File: src/rtl/output_drain_ctrl_pkg.sv
`default_nettype none
// ============================================================================
// Package : output_ctrl_pkg
// Brief   : Shared types and helpers for the output-block drain sequencer:
//           state encoding, default geometry and the column mapping rules.
// Rev     : 1.0 - initial release
// ============================================================================
package output_ctrl_pkg;

   localparam int c_DEFAULT_N_COLS      = 16;
   localparam int c_DEFAULT_N_MUX_OUT_1 = 4;

   typedef enum logic [2:0] {
      IDLE    = 3'd0,
      LOAD    = 3'd1,
      CAPTURE = 3'd2,
      EMIT    = 3'd3,
      DONE    = 3'd4
   } state_t;

   // Column produced by level-1 select s (1-based) and level-2 select j.
   function automatic int col_of(input int s, input int j, input int nin);
      return j * nin + s - 1;
   endfunction

   // Number of level-2 positions j that map to a valid column for group s.
   function automatic int group_len(input int s, input int n_eff, input int nin);
      if ((s < 1) || (s > nin) || ((s - 1) >= n_eff)) begin
         return 0;
      end
      return (n_eff - s + nin) / nin;
   endfunction

endpackage
`default_nettype wire

File: src/rtl/output_drain_ctrl_if.sv
`default_nettype none
// ============================================================================
// Interface : output_drain_ctrl_if
// Brief     : Control/stream bundle between the drain sequencer (master), the
//             layer controller, the output block and the writeback path.
// Rev       : 1.0 - initial release
// ============================================================================
interface output_drain_ctrl_if
   import output_ctrl_pkg::*;
#(
   parameter int N_COLS_ARRAY     = c_DEFAULT_N_COLS,
   parameter int NUMBER_MUX_OUT_1 = c_DEFAULT_N_MUX_OUT_1
);
   localparam int NUMBER_INPUT_MUX_OUT_1 = (N_COLS_ARRAY + NUMBER_MUX_OUT_1 - 1) / NUMBER_MUX_OUT_1;
   localparam int SEL_WIDTH_MUX_OUT_1    = $clog2(1 + NUMBER_INPUT_MUX_OUT_1);
   localparam int SEL_WIDTH_MUX_OUT_2    = $clog2(NUMBER_MUX_OUT_1);
   localparam int COL_WIDTH              = $clog2(N_COLS_ARRAY + 1);

   logic                           start_i;
   logic [COL_WIDTH-1:0]           n_cols_i;
   logic                           out_ready_i;
   logic [SEL_WIDTH_MUX_OUT_1-1:0] sel_mux_out_1_o;
   logic [SEL_WIDTH_MUX_OUT_2-1:0] sel_mux_out_2_o;
   logic                           sel_mux_ld_o;
   logic                           reg_wr_en_o;
   logic                           reg_rst_o;
   logic                           out_valid_o;
   logic [COL_WIDTH-1:0]           out_col_o;
   logic                           out_last_o;
   logic                           busy_o;
   logic                           done_o;

   modport master (
      input  start_i, n_cols_i, out_ready_i,
      output sel_mux_out_1_o, sel_mux_out_2_o, sel_mux_ld_o, reg_wr_en_o, reg_rst_o,
      output out_valid_o, out_col_o, out_last_o, busy_o, done_o
   );

   modport slave (
      output start_i, n_cols_i, out_ready_i,
      input  sel_mux_out_1_o, sel_mux_out_2_o, sel_mux_ld_o, reg_wr_en_o, reg_rst_o,
      input  out_valid_o, out_col_o, out_last_o, busy_o, done_o
   );

endinterface
`default_nettype wire

File: src/rtl/output_drain_ctrl.sv
`default_nettype none
// ============================================================================
// Module : output_drain_ctrl
// Brief  : Drains the systolic array's column results through the two-level
//          output mux: loads the level-1 select, writes the output registers,
//          then steps the level-2 select once per accepted stream word.
// Rev    : 1.0 - initial release
// ============================================================================
module output_drain_ctrl
   import output_ctrl_pkg::*;
#(
   parameter int N_COLS_ARRAY     = c_DEFAULT_N_COLS,
   parameter int NUMBER_MUX_OUT_1 = c_DEFAULT_N_MUX_OUT_1
) (
   input  logic                clk_i,
   input  logic                sel_mux_rst_i,
   output_drain_ctrl_if.master bus
);

   localparam int NUMBER_INPUT_MUX_OUT_1 = (N_COLS_ARRAY + NUMBER_MUX_OUT_1 - 1) / NUMBER_MUX_OUT_1;
   localparam int SEL_WIDTH_MUX_OUT_1    = $clog2(1 + NUMBER_INPUT_MUX_OUT_1);
   localparam int SEL_WIDTH_MUX_OUT_2    = $clog2(NUMBER_MUX_OUT_1);
   localparam int COL_WIDTH              = $clog2(N_COLS_ARRAY + 1);

   state_t                         r_state,   nxt_state;
   logic [SEL_WIDTH_MUX_OUT_1-1:0] r_s,       nxt_s;
   logic [SEL_WIDTH_MUX_OUT_2-1:0] r_j,       nxt_j;
   logic [COL_WIDTH-1:0]           r_n_eff,   nxt_n_eff;
   logic [COL_WIDTH-1:0]           r_glen,    nxt_glen;
   logic [SEL_WIDTH_MUX_OUT_1-1:0] r_sel1,    nxt_sel1;
   logic [SEL_WIDTH_MUX_OUT_2-1:0] r_sel2,    nxt_sel2;
   logic [COL_WIDTH-1:0]           r_col,     nxt_col;
   logic                           r_last,    nxt_last;
   logic                           r_ld,      nxt_ld;
   logic                           r_wr_en,   nxt_wr_en;
   logic                           r_reg_rst, nxt_reg_rst;
   logic                           r_valid,   nxt_valid;
   logic                           r_done,    nxt_done;

   // The level-2 step must strobe in the accepting cycle so the output block's
   // select register advances on the same edge the word is consumed.
   logic                           w_emit_ld;
   logic [SEL_WIDTH_MUX_OUT_2-1:0] w_j_inc;

   // Next-state and next-output computation for the drain sequencer.
   always_comb begin
      int   v_s;
      int   v_j;
      int   v_n;
      int   v_glen;
      int   v_n_in;
      logic v_more_groups;

      nxt_state   = r_state;
      nxt_s       = r_s;
      nxt_j       = r_j;
      nxt_n_eff   = r_n_eff;
      nxt_glen    = r_glen;
      nxt_sel1    = r_sel1;
      nxt_sel2    = r_sel2;
      nxt_col     = r_col;
      nxt_last    = r_last;
      nxt_valid   = r_valid;
      nxt_ld      = 1'b0;
      nxt_wr_en   = 1'b0;
      nxt_reg_rst = 1'b0;
      nxt_done    = 1'b0;
      w_emit_ld   = 1'b0;

      v_s    = int'(r_s);
      v_j    = int'(r_j);
      v_n    = int'(r_n_eff);
      v_glen = int'(r_glen);
      v_n_in = int'(bus.n_cols_i);
      if (v_n_in > N_COLS_ARRAY) begin
         v_n_in = N_COLS_ARRAY;
      end
      w_j_inc = SEL_WIDTH_MUX_OUT_2'(v_j + 1);

      // Another group exists when the next level-1 input still maps to a column.
      v_more_groups = (v_s < NUMBER_INPUT_MUX_OUT_1) && (v_s < v_n);

      case (r_state)
         IDLE: begin
            if (bus.start_i) begin
               nxt_n_eff = COL_WIDTH'(v_n_in);
               nxt_s     = SEL_WIDTH_MUX_OUT_1'(1);
               nxt_j     = '0;
               if (v_n_in > 0) begin
                  nxt_state = LOAD;
                  nxt_glen  = COL_WIDTH'(group_len(1, v_n_in, NUMBER_INPUT_MUX_OUT_1));
                  nxt_ld    = 1'b1;
                  nxt_sel1  = SEL_WIDTH_MUX_OUT_1'(1);
                  nxt_sel2  = '0;
               end else begin
                  nxt_state   = DONE;
                  nxt_done    = 1'b1;
                  nxt_reg_rst = 1'b1;
               end
            end
         end
         LOAD: begin
            nxt_state = CAPTURE;
            nxt_wr_en = 1'b1;
         end
         CAPTURE: begin
            nxt_state = EMIT;
            nxt_valid = 1'b1;
            nxt_col   = COL_WIDTH'(col_of(v_s, 0, NUMBER_INPUT_MUX_OUT_1));
            nxt_last  = (v_glen == 1) && !v_more_groups;
         end
         EMIT: begin
            if (bus.out_ready_i) begin
               if ((v_j + 1) < v_glen) begin
                  w_emit_ld = 1'b1;
                  nxt_j     = w_j_inc;
                  nxt_sel2  = w_j_inc;
                  nxt_col   = COL_WIDTH'(col_of(v_s, v_j + 1, NUMBER_INPUT_MUX_OUT_1));
                  nxt_last  = ((v_j + 2) == v_glen) && !v_more_groups;
               end else if (v_more_groups) begin
                  nxt_state = LOAD;
                  nxt_s     = SEL_WIDTH_MUX_OUT_1'(v_s + 1);
                  nxt_j     = '0;
                  nxt_glen  = COL_WIDTH'(group_len(v_s + 1, v_n, NUMBER_INPUT_MUX_OUT_1));
                  nxt_ld    = 1'b1;
                  nxt_sel1  = SEL_WIDTH_MUX_OUT_1'(v_s + 1);
                  nxt_sel2  = '0;
                  nxt_valid = 1'b0;
                  nxt_last  = 1'b0;
               end else begin
                  nxt_state   = DONE;
                  nxt_valid   = 1'b0;
                  nxt_last    = 1'b0;
                  nxt_done    = 1'b1;
                  nxt_reg_rst = 1'b1;
               end
            end
         end
         DONE: begin
            nxt_state = IDLE;
         end
         default: begin
            nxt_state = IDLE;
         end
      endcase
   end

   // State, counters and registered outputs; async reset clears everything
   // so an aborted drain never produces a completion pulse.
   always_ff @(posedge clk_i or posedge sel_mux_rst_i) begin
      if (sel_mux_rst_i) begin
         r_state   <= IDLE;
         r_s       <= '0;
         r_j       <= '0;
         r_n_eff   <= '0;
         r_glen    <= '0;
         r_sel1    <= '0;
         r_sel2    <= '0;
         r_col     <= '0;
         r_last    <= 1'b0;
         r_ld      <= 1'b0;
         r_wr_en   <= 1'b0;
         r_reg_rst <= 1'b0;
         r_valid   <= 1'b0;
         r_done    <= 1'b0;
      end else begin
         r_state   <= nxt_state;
         r_s       <= nxt_s;
         r_j       <= nxt_j;
         r_n_eff   <= nxt_n_eff;
         r_glen    <= nxt_glen;
         r_sel1    <= nxt_sel1;
         r_sel2    <= nxt_sel2;
         r_col     <= nxt_col;
         r_last    <= nxt_last;
         r_ld      <= nxt_ld;
         r_wr_en   <= nxt_wr_en;
         r_reg_rst <= nxt_reg_rst;
         r_valid   <= nxt_valid;
         r_done    <= nxt_done;
      end
   end

   assign bus.sel_mux_ld_o    = r_ld | w_emit_ld;
   assign bus.sel_mux_out_1_o = r_sel1;
   assign bus.sel_mux_out_2_o = w_emit_ld ? w_j_inc : r_sel2;
   assign bus.reg_wr_en_o     = r_wr_en;
   assign bus.reg_rst_o       = r_reg_rst;
   assign bus.out_valid_o     = r_valid;
   assign bus.out_col_o       = r_col;
   assign bus.out_last_o      = r_last;
   assign bus.busy_o          = (r_state != IDLE);
   assign bus.done_o          = r_done;

endmodule
`default_nettype wire
File: src/flat_wrapper.sv
// flat-port wrapper written by rule: the top's interface ports become plain ports
module output_drain_ctrl_flat import output_ctrl_pkg::*;
#(
   parameter int N_COLS_ARRAY     = c_DEFAULT_N_COLS,
   parameter int NUMBER_MUX_OUT_1 = c_DEFAULT_N_MUX_OUT_1
)
  (clk_i, sel_mux_rst_i, bus_start_i, bus_n_cols_i, bus_out_ready_i, bus_sel_mux_out_1_o, bus_sel_mux_out_2_o, bus_sel_mux_ld_o, bus_reg_wr_en_o, bus_reg_rst_o, bus_out_valid_o, bus_out_col_o, bus_out_last_o, bus_busy_o, bus_done_o);
  output_drain_ctrl_if #(.N_COLS_ARRAY(N_COLS_ARRAY), .NUMBER_MUX_OUT_1(NUMBER_MUX_OUT_1)) bus_i ();
  input  logic clk_i;
  input  logic sel_mux_rst_i;
  input wire logic [$bits(bus_i.start_i)-1:0] bus_start_i;
  input wire logic [$bits(bus_i.n_cols_i)-1:0] bus_n_cols_i;
  input wire logic [$bits(bus_i.out_ready_i)-1:0] bus_out_ready_i;
  output wire logic [$bits(bus_i.sel_mux_out_1_o)-1:0] bus_sel_mux_out_1_o;
  output wire logic [$bits(bus_i.sel_mux_out_2_o)-1:0] bus_sel_mux_out_2_o;
  output wire logic [$bits(bus_i.sel_mux_ld_o)-1:0] bus_sel_mux_ld_o;
  output wire logic [$bits(bus_i.reg_wr_en_o)-1:0] bus_reg_wr_en_o;
  output wire logic [$bits(bus_i.reg_rst_o)-1:0] bus_reg_rst_o;
  output wire logic [$bits(bus_i.out_valid_o)-1:0] bus_out_valid_o;
  output wire logic [$bits(bus_i.out_col_o)-1:0] bus_out_col_o;
  output wire logic [$bits(bus_i.out_last_o)-1:0] bus_out_last_o;
  output wire logic [$bits(bus_i.busy_o)-1:0] bus_busy_o;
  output wire logic [$bits(bus_i.done_o)-1:0] bus_done_o;
  assign bus_i.start_i = bus_start_i;
  assign bus_i.n_cols_i = bus_n_cols_i;
  assign bus_i.out_ready_i = bus_out_ready_i;
  assign bus_sel_mux_out_1_o = bus_i.sel_mux_out_1_o;
  assign bus_sel_mux_out_2_o = bus_i.sel_mux_out_2_o;
  assign bus_sel_mux_ld_o = bus_i.sel_mux_ld_o;
  assign bus_reg_wr_en_o = bus_i.reg_wr_en_o;
  assign bus_reg_rst_o = bus_i.reg_rst_o;
  assign bus_out_valid_o = bus_i.out_valid_o;
  assign bus_out_col_o = bus_i.out_col_o;
  assign bus_out_last_o = bus_i.out_last_o;
  assign bus_busy_o = bus_i.busy_o;
  assign bus_done_o = bus_i.done_o;
  output_drain_ctrl #(.N_COLS_ARRAY(N_COLS_ARRAY), .NUMBER_MUX_OUT_1(NUMBER_MUX_OUT_1)) u_core (.clk_i(clk_i), .sel_mux_rst_i(sel_mux_rst_i), .bus(bus_i));
endmodule
File: config.mk
export PLATFORM = sky130hd
export DESIGN_NAME = output_drain_ctrl_flat
export DESIGN_NICKNAME = d
export VERILOG_FILES = /design/src/rtl/output_drain_ctrl_pkg.sv /design/src/rtl/output_drain_ctrl_if.sv /design/src/rtl/output_drain_ctrl.sv /design/src/flat_wrapper.sv
export SDC_FILE = /design/constraint.sdc
export NUM_CORES = 1
export LEC_CHECK = 0
export ABC_CLOCK_PERIOD_IN_PS = 4350
export CORE_ASPECT_RATIO = 0.5
export CORE_MARGIN = 3
export CORE_UTILIZATION = 40
export DETAILED_ROUTE_END_ITERATION = 8
export PLACE_DENSITY = 0.67
export SYNTH_ARGS = -nofsm -noshare
export SYNTH_HDL_FRONTEND = slang
export SYNTH_SLANG_ARGS = --single-unit
File: constraint.sdc
create_clock -name clk_i -period 4.35 [get_ports clk_i]
set_input_delay 1.305 -clock clk_i [delete_from_list [all_inputs] [get_ports clk_i]]
set_output_delay 1.305 -clock clk_i [all_outputs]
set_load 0.02 [all_outputs]
# Word-level counts from Yosys, hierarchy flattened
# Index checks and enable logic that the tools add are counted.
# W data, S select, Z words.
# word_totals
reg_bits,33
in_bits,9
output_inout_bits,17
elab_cells,137
# classes
addsub,13
order_cmp,9
eq_ne,12
mux,66
bitwise_logic,3
n_reduce_logical,21
# op_table
op,n
$add A32 B4 Y32 const B,2
$sub A32 B2 Y32 const B,2
$mux W5,10
$mux W3,11
$eq A32 B6 Y1,1
$ge A32 B6 Y1,1
$gt A32 B4 Y1 const B,1
$lt A32 B2 Y1 const B,1
$lt A32 B6 Y1,1
$sub A6 B32 Y32,1
$mux W1,27
$pmux W5 S2,2
$mux W2,7
$pmux W3 S2,2
$pmux W3 S4,1
$add A5 B1 Y5,2
$reduce_and A5 Y1,2
$reduce_and A3 Y1,3
$pmux W1 S2,4
$pmux W2 S2,2
$eq A3 B2 Y1 const B,2
$ne A2 B1 Y1 const B,3
$ne A2 B2 Y1 const B,3
$reduce_and A6 Y1,1
25 further kinds,32

# Logic depth before layout (Yosys ltp)
# Gate-level depths: netlist of run 1.
# depth
ltp_word,14
ltp_mapped,16
depth_no_buf,15

# Least setup slack after synthesis of run 1
# Ideal clock, no wire load.
# synth_path
path_kind,register to output
from,register u_core.r_j[0]
to,output port bus_sel_mux_out_2_o[0]
t_arrival_ns,2.215
t_required_ns,3.045
slack_ns,0.830
stages_incl_launch_ff,8
n_path_buf,0
cell_sequence,dfrtp_1 inv_1 ha_1 ha_1 or2_2 o221ai_2 nand3_1 o21ai_0
# synth_via
elab_chain_cells,6
# synth_lines
item,line,source
from (decl),output_drain_ctrl.sv:27,"logic [SEL_WIDTH_MUX_OUT_2-1:0] r_j, nxt_j;"
from (signal assigned),output_drain_ctrl.sv:169,r_j <= nxt_j;
$add A2 B1 Y3 *,output_drain_ctrl.sv:78,w_j_inc = SEL_WIDTH_MUX_OUT_2'(v_j + 1);
$lt A32 B6 Y1,output_drain_ctrl.sv:114,if ((v_j + 1) < v_glen) begin
$mux W1,output_drain_ctrl.sv:114,
$mux W1,output_drain_ctrl.sv:113,if (bus.out_ready_i) begin
$mux W1,output_drain_ctrl.sv:83,case (r_state)
$mux W2 *,output_drain_ctrl.sv:186,assign bus.sel_mux_out_2_o = w_emit_ld ? w_j_inc : r_sel2;
to (decl),flat_wrapper.sv:15,output wire logic [$bits(bus_i.sel_mux_out_2_o)-1:0] bus_sel_mux_out_2_o;
# Mark *: on every way between the ends. The rest lies on a longest branch, timed or not.

# Final worst setup path of run 1
# Ends and elaborated chain as after synthesis.

==> results_dict.tcl, run 1 <==
set metrics [dict create \
    status "finished clean" \
    diodes 0 \
    crit_path_end_kind "output port" \
    path_delay_family "buffers and inverters" \
    clk-insertion-delay-late_ns 0.28 \
    place.gp.congestion 0.898 \
    cp-start-kind "flip-flop" \
    synthArstFlopShare 1.00 \
    max_slew_margin 0.690 \
    r2r_setup_slack_ns 0.56 \
    drt_pass1_iterations 4 \
    track_usage 0.164 \
    synth.distinct_cells 53 \
    synth-xor-area-share 0.0452 \
    cts_buffer_depth 2 \
    slowest_delay_ns 0.63 \
    rsz0062_at_grt "false" \
    netlist_top_cells_area "dfrtp_1, ha_1, inv_1" \
    cts_sinks 33 \
    area_growth_pct 20.3 \
    crit_fanout 6 \
    synth_cells 273 \
    crit_arrival_ns 2.87 \
    cp_slowest_cell "clkdlybuf4s50_1" \
    vias_per_cell 5.23 \
    vias 2028 \
    cts_tree "built" \
    routed_wl_um 5680 \
    seqCellArea_um2 827 \
    synth.avg_cell_area_um2 9.23 \
    cts_hold_buf 0 \
    overflow 0 \
    whs_ns 0.474 \
    maxCapViolCount 0 \
    ys_warn_count 0 \
    maxSlewViolCount 0 \
    finalNetCount 346 \
    reg2reg_depth 15 \
    fmax_mhz 240 \
    first_global_vias 2113 \
    instances_no_fill 388 \
    ys_ff_latch 33 \
    crit_chain "inv_1 > ha_1 > ha_1 > or2_2 > o221ai_4 > nand3_1 > o21ai_0 > clkdlybuf4s50_1" \
    wl_per_cell_um 14.6 \
    yosys-top-cells-count "inv_1, dfrtp_1, ha_1" \
    synthMuxAreaShare 0.0482 \
    numCtsBuffers 5 \
    worst_pin_slew_ns 0.454 \
    row_count 19 \
    io_buffers 25 \
    path_class "reg -> out" \
    hpwl_um 4440 \
    period_share 0.959 \
    antenna_left 0 \
    grt_start_max_net_pins 34 \
    start_util 0.436 \
    yosys.cell_count.top_type "inv_1" \
    finClkSkew_ns 0.00432 \
    n_fill_cell 530 \
    io_pins 26 \
    place_inst 378 \
    multi_input_area_um2 1530 \
    fp.dieH_um 62.1 \
    antenna_found_initial 0 \
    tns_ns 0 \
    drive_above_1_share 0.102 \
    grt_first_pass_wirelength_um 9830 \
    synth_edf_count 0 \
    hold_end "u_core.bus.out_valid_o$_DFFE_PP0P_" \
    dieArea_um2 7350 \
    core_region_area_um2 5780 \
    h-tree-depth 2 \
    min_from "u_core.bus.out_valid_o$_DFFE_PP0P_" \
    syn_area_um2 2520 \
    period_needed_ns 4.17 \
    synth_top_family_by_area "compound AO/OA/AOI/OAI gates" \
    root_buffer "clkbuf_16" \
    crit_path_frequent_cell "ha_1" \
    r2r_start "u_core.r_s[1]$_DFFE_PP0P_" \
    synth-seq-area-share 0.328 \
    die_w_um 118 \
    clkTransAtPathRegs_ns 0.06 \
    synthSimpleGateAreaFrac 0.152 \
    path_buf_inv 2 \
    final-setup-viol-count 0 \
    synth_top_area_frac 0.328 \
    drt_iter0_drc 126 \
    synth_compound_area_frac 0.182 \
    yosys.area.top_type "dfrtp_1" \
    holdCritPathClass "reg -> reg" \
    synth_flop_cell "dfrtp_1" \
    worstPathRequired_ns 3.04 \
    hold_viol_final 0 \
    synth_fa_ha_area_frac 0.175 \
    route.detailed.drc 0 \
    hold_depth 2 \
    worstReg2RegEnd "u_core.r_glen[4]$_DFFE_PP0P_" \
    synthesis.nets 316 \
]
[final cells by class]
| type | count | area share |
|---|---|---|
| sequential | 33 | 0.273 |
| clock inverter | 3 | 0.00578 |
| tap | 84 | 0.0347 |
| timing repair buffer | 31 | 0.0982 |
| inverter | 35 | 0.0433 |
| clock buffer | 5 | 0.0413 |
| multi-input combinational | 197 | 0.504 |
[through the flow]
step	util	instance area [µm²]	worst slack, ns
floorplan	-	2520	0.830
global placement	0.495	2860	0.259
detailed placement	0.495	2860	0.210
CTS	0.522	3010	0.0297
global route	0.525	3030	0.0413
finish	0.525	3030	0.179
[state kept, by name, summed over array words and instances, names as in the netlist]
register	cells
u_core.r_sel2	2
u_core.r_glen	5
u_core.bus.reg_wr_en_o	1
u_core.r_ld	1
u_core.r_n_eff	5
u_core.r_state	3
u_core.bus.reg_rst_o	1
u_core.r_j	2
u_core.bus.out_last_o	1
u_core.bus.out_valid_o	1
u_core.bus.out_col_o	5
u_core.r_s	3
u_core.bus.sel_mux_out_1_o	3
[layer usage]
layer	vias up	share of wire	track usage	wire [µm]
li1	1016	-	-	-
met1	960	0.47	0.215	2690
met2	45	0.45	0.269	2570
met3	7	0.062	0.0426	350
met4	0	0.011	0.0453	63
met5	-	0	0	0
[worst register-to-register path, delay by kind of cell, from the launching register on]
kind | cells | cell delay [ns]
AND/OR/NAND/NOR | 2 | 0.25
buffers and inverters | 3 | 0.32
adder cells (fa/ha/maj) | 6 | 1.78
AO/OA/AOI/OAI | 3 | 0.48
flip-flops | 1 | 0.54
multiplexers | 1 | 0.30
[cells by family (layout without fill, tap and decap cells)]
| kind of cell | after synthesis | count (layout) |
|---|---|---|
| buf+inv | 43 | 74 |
| mux | 11 | 11 |
| xor+xnor | 13 | 13 |
| flops | 33 | 33 |
| fa+ha+maj | 34 | 34 |
| compound gates | 65 | 65 |
| simple gates | 74 | 74 |
[how the worst max path moves through the flow]
stage                                   to                      start  cells after the start
floorplan           bus_sel_mux_out_2_o[0]  u_core.r_j[0]$_DFFE_PP0P_                      7
global placement    bus_sel_mux_out_2_o[1]            bus_out_ready_i                      6
detailed placement  bus_sel_mux_out_2_o[1]            bus_out_ready_i                      6
CTS                 bus_sel_mux_out_2_o[1]  u_core.r_j[0]$_DFFE_PP0P_                     10
finish              bus_sel_mux_out_2_o[0]  u_core.r_j[0]$_DFFE_PP0P_                      8
global route        bus_sel_mux_out_2_o[0]  u_core.r_j[0]$_DFFE_PP0P_                      8
[what timing repair did]
| action | 4_1_cts | 5_1_grt |
|---|---|---|
| setup endpoints to repair | 2 | 2 |
| buffers inserted | 0 | 2 |
| cloned | 0 | 0 |
| pin swaps | 0 | 1 |
| resized for setup | 1 | 2 |
[cell usage in the layout (no fill, tap or decap), types with 6 or more instances in the layout]
cell type        instances
a21oi_1                 14
nand2_1                 25
ha_1                    32
xnor2_1                  8
buf_4                    6
nand2b_1                 9
clkdlybuf4s50_1         24
nor3_1                   6
mux2_2                   7
dfrtp_1                 32
nor2_1                  12
o21ai_0                 16
nand3_1                  6
inv_1                   35
Power of run 1 is not shown: default switching activity piles up to over one toggle a cycle in this logic, so the estimate is an artifact.
==> run 2: changes to the inputs <==
--- a/config.mk
+++ b/config.mk
@@ -5,6 +5,7 @@
 export SDC_FILE = /design/constraint.sdc
 export NUM_CORES = 1
 export LEC_CHECK = 0
+export ABC_AREA = 0
 export ABC_CLOCK_PERIOD_IN_PS = 4350
 export CORE_ASPECT_RATIO = 0.5
 export CORE_MARGIN = 3
==> results of run 2 <==
The final DEF is identical to that of run 1; final timing and power are the same.
Power of run 2 is left out for the same reason.
==> run 3: changes to the inputs <==
--- a/config.mk
+++ b/config.mk
@@ -9,9 +9,11 @@
 export ABC_CLOCK_PERIOD_IN_PS = 4350
 export CORE_ASPECT_RATIO = 0.5
 export CORE_MARGIN = 3
-export CORE_UTILIZATION = 40
+export CORE_UTILIZATION = 45
 export DETAILED_ROUTE_END_ITERATION = 8
-export PLACE_DENSITY = 0.67
+export PLACE_DENSITY = 0.73
+export SETUP_SLACK_MARGIN = 0.5
+export SKIP_LAST_GASP = 1
 export SYNTH_ARGS = -nofsm -noshare
 export SYNTH_HDL_FRONTEND = slang
 export SYNTH_SLANG_ARGS = --single-unit
==> run 3 against run 2 <==
  * Clock skew increased by 0.0037 ns
  * Global-route usage is 2.9 points higher
  * Final cell count down 3.1%
  * Via count up 1.5%
  * Critical path type is now in -> out
  * Utilization grew 6.0 points
  * Sequential cell count stayed put
  * Cell area fell by 0.54%
  * Routed wire length is 3.7% higher
  * Count of clock-buffer cells in the layout up 2
  * Non-clock buffer count rose by 2
  * Setup slack gained 0.47 ns
==> results_dict.tcl, run 3 (same netlist as run 1, synthesis figures left out) <==
set metrics [dict create \
    status "finished clean" \
    hold_viol_final 0 \
    overflow 0 \
    worst_pin_slew_ns 0.448 \
    diodes 0 \
    numCtsBuffers 5 \
    period_needed_ns 3.70 \
    rsz0062_at_grt "false" \
    r2r_start "u_core.r_s[0]$_DFFE_PP0P_" \
    cts_sinks 33 \
    period_share 0.850 \
    fmax_mhz 270 \
    finClkSkew_ns 0.00801 \
    first_global_vias 2042 \
    hold_end "u_core.bus.out_col_o[2]$_DFFE_PP0P_" \
    antenna_found_initial 0 \
    row_count 18 \
    final_cell_mix "inv_1, dfrtp_1, ha_1, nand2_1, clkdlybuf4s50_1" \
    crit_fanout 5 \
    setup_ws_ns 0.652 \
    fp.dieH_um 58.9 \
    hold_depth 2 \
    wl_met2_um 2710 \
    dieArea_um2 6590 \
    grt_start_max_net_pins 34 \
    root_buffer "clkbuf_8" \
    cp_slowest_cell "clkdlybuf4s50_1" \
    cts_tree "built" \
    multi_input_area_um2 1550 \
    io_buffers 25 \
    reg2reg_depth 14 \
    crit_chain "clkdlybuf4s50_1 > nand3_2 > nand2b_1 > dlygate4sd2_1" \
    die_w_um 112 \
    crit_arrival_ns 2.39 \
    area_growth_pct 19.7 \
    path_class "in -> out" \
    clkTransAtPathRegs_ns 0.07 \
    vias 2059 \
    wl_per_cell_um 15.7 \
    place.gp.congestion 0.910 \
    r2r_setup_slack_ns 0.70 \
    dr_wl_met3_um 270 \
    finalNetCount 348 \
    worstPathRequired_ns 3.04 \
    h-tree-depth 2 \
    cp-start-kind "input port" \
    clk-insertion-delay-late_ns 0.30 \
    antenna_left 0 \
    cts_hold_buf 0 \
    maxCapViolCount 0 \
    drt_iter0_drc 118 \
    holdCritPathClass "reg -> reg" \
    maxSlewViolCount 0 \
    maxUsedRoutingLayer "met4" \
    io_pins 26 \
    mostFrequentLayoutCell "inv_1" \
    max_slew_margin 0.699 \
    routed_wl_um 5890 \
    core_region_area_um2 5160 \
    wl_met1_um 2850 \
    drive_above_1_share 0.131 \
    cts_buffer_depth 2 \
    seqCellArea_um2 828 \
    vias_per_cell 5.48 \
    final-setup-viol-count 0 \
    min_from "u_core.bus.out_col_o[2]$_DFFE_PP0P_" \
    tns_ns 0 \
    drt_pass1_iterations 4 \
    n_fill_cell 447 \
    route.detailed.drc 0 \
    worstReg2RegEnd "u_core.r_glen[4]$_DFFE_PP0P_" \
    track_usage 0.193 \
    slowest_delay_ns 0.54 \
    start_util 0.489 \
    grt_first_pass_wirelength_um 9920 \
    hpwl_um 4480 \
    pre_cts_ws_ns 0.198 \
    crit_path_end_kind "output port" \
]
run 3: cell types whose count changed in the layout (fill, tap and decap cells not counted), moves of 2 or more:
cell | before | now
clkbuf_16 | 5 | 0
buf_2 | 0 | 2
clkinv_2 | 2 | 0
ha_1 | 32 | 30
clkbuf_8 | 0 | 6
buf_4 | 6 | 8
clkdlybuf4s50_1 | 24 | 22
run 3: worst max-delay path, delay by kind of cell:
family	cells	cell delay, ns
buffers and inverters	2	0.86
and+or+nand+nor	2	0.22
run 3: metal layers:
layer  up-vias  global-route usage
met3         6              0.0472
li1       1019                   -
met1       988               0.264
met5         -                   0
met4         0              0.0520
met2        46               0.309
run 3: layout make-up:
type | count | share of cell area
clock buffers | 7 | 0.0286
clock inverters | 1 | 0.00996
inverters | 35 | 0.0436
multi-input cells | 197 | 0.515
flip-flops and latches | 33 | 0.275
well taps | 70 | 0.0290
repair buffers | 33 | 0.0992
run 3: what timing repair did:
action	4_1_cts	5_1_grt
pin swaps	1	1
buffers inserted	1	3
gates resized for setup	11	7
endpoints found under the hold margin	0	0
endpoints found under the setup margin	3	6
run 3: per-stage QoR:
stage / hold slack, ns / utilization / instances / cell area [µm²]
detailed placement: 0.472 / 0.551 / 364 / 2840
floorplan: 0.450 / - / 273 / 2520
CTS: 0.488 / 0.578 / 373 / 2980
global route: 0.504 / 0.585 / 376 / 3020
global placement: 0.462 / 0.551 / 364 / 2840
finish: 0.482 / 0.585 / 376 / 3020
run 3: worst max-delay path by stage:
stage               depth (start not counted)                 startpoint                      endpoint
floorplan                                   7  u_core.r_j[0]$_DFFE_PP0P_        bus_sel_mux_out_2_o[0]
global route                               14  u_core.r_s[0]$_DFFE_PP0P_  u_core.r_glen[2]$_DFFE_PP0P_
detailed placement                          6            bus_out_ready_i        bus_sel_mux_out_2_o[1]
finish                                      4            bus_out_ready_i              bus_sel_mux_ld_o
CTS                                         8  u_core.r_j[0]$_DFFE_PP0P_        bus_sel_mux_out_2_o[0]
global placement                            6            bus_out_ready_i        bus_sel_mux_out_2_o[1]
Power of run 3 is left out for the same reason.
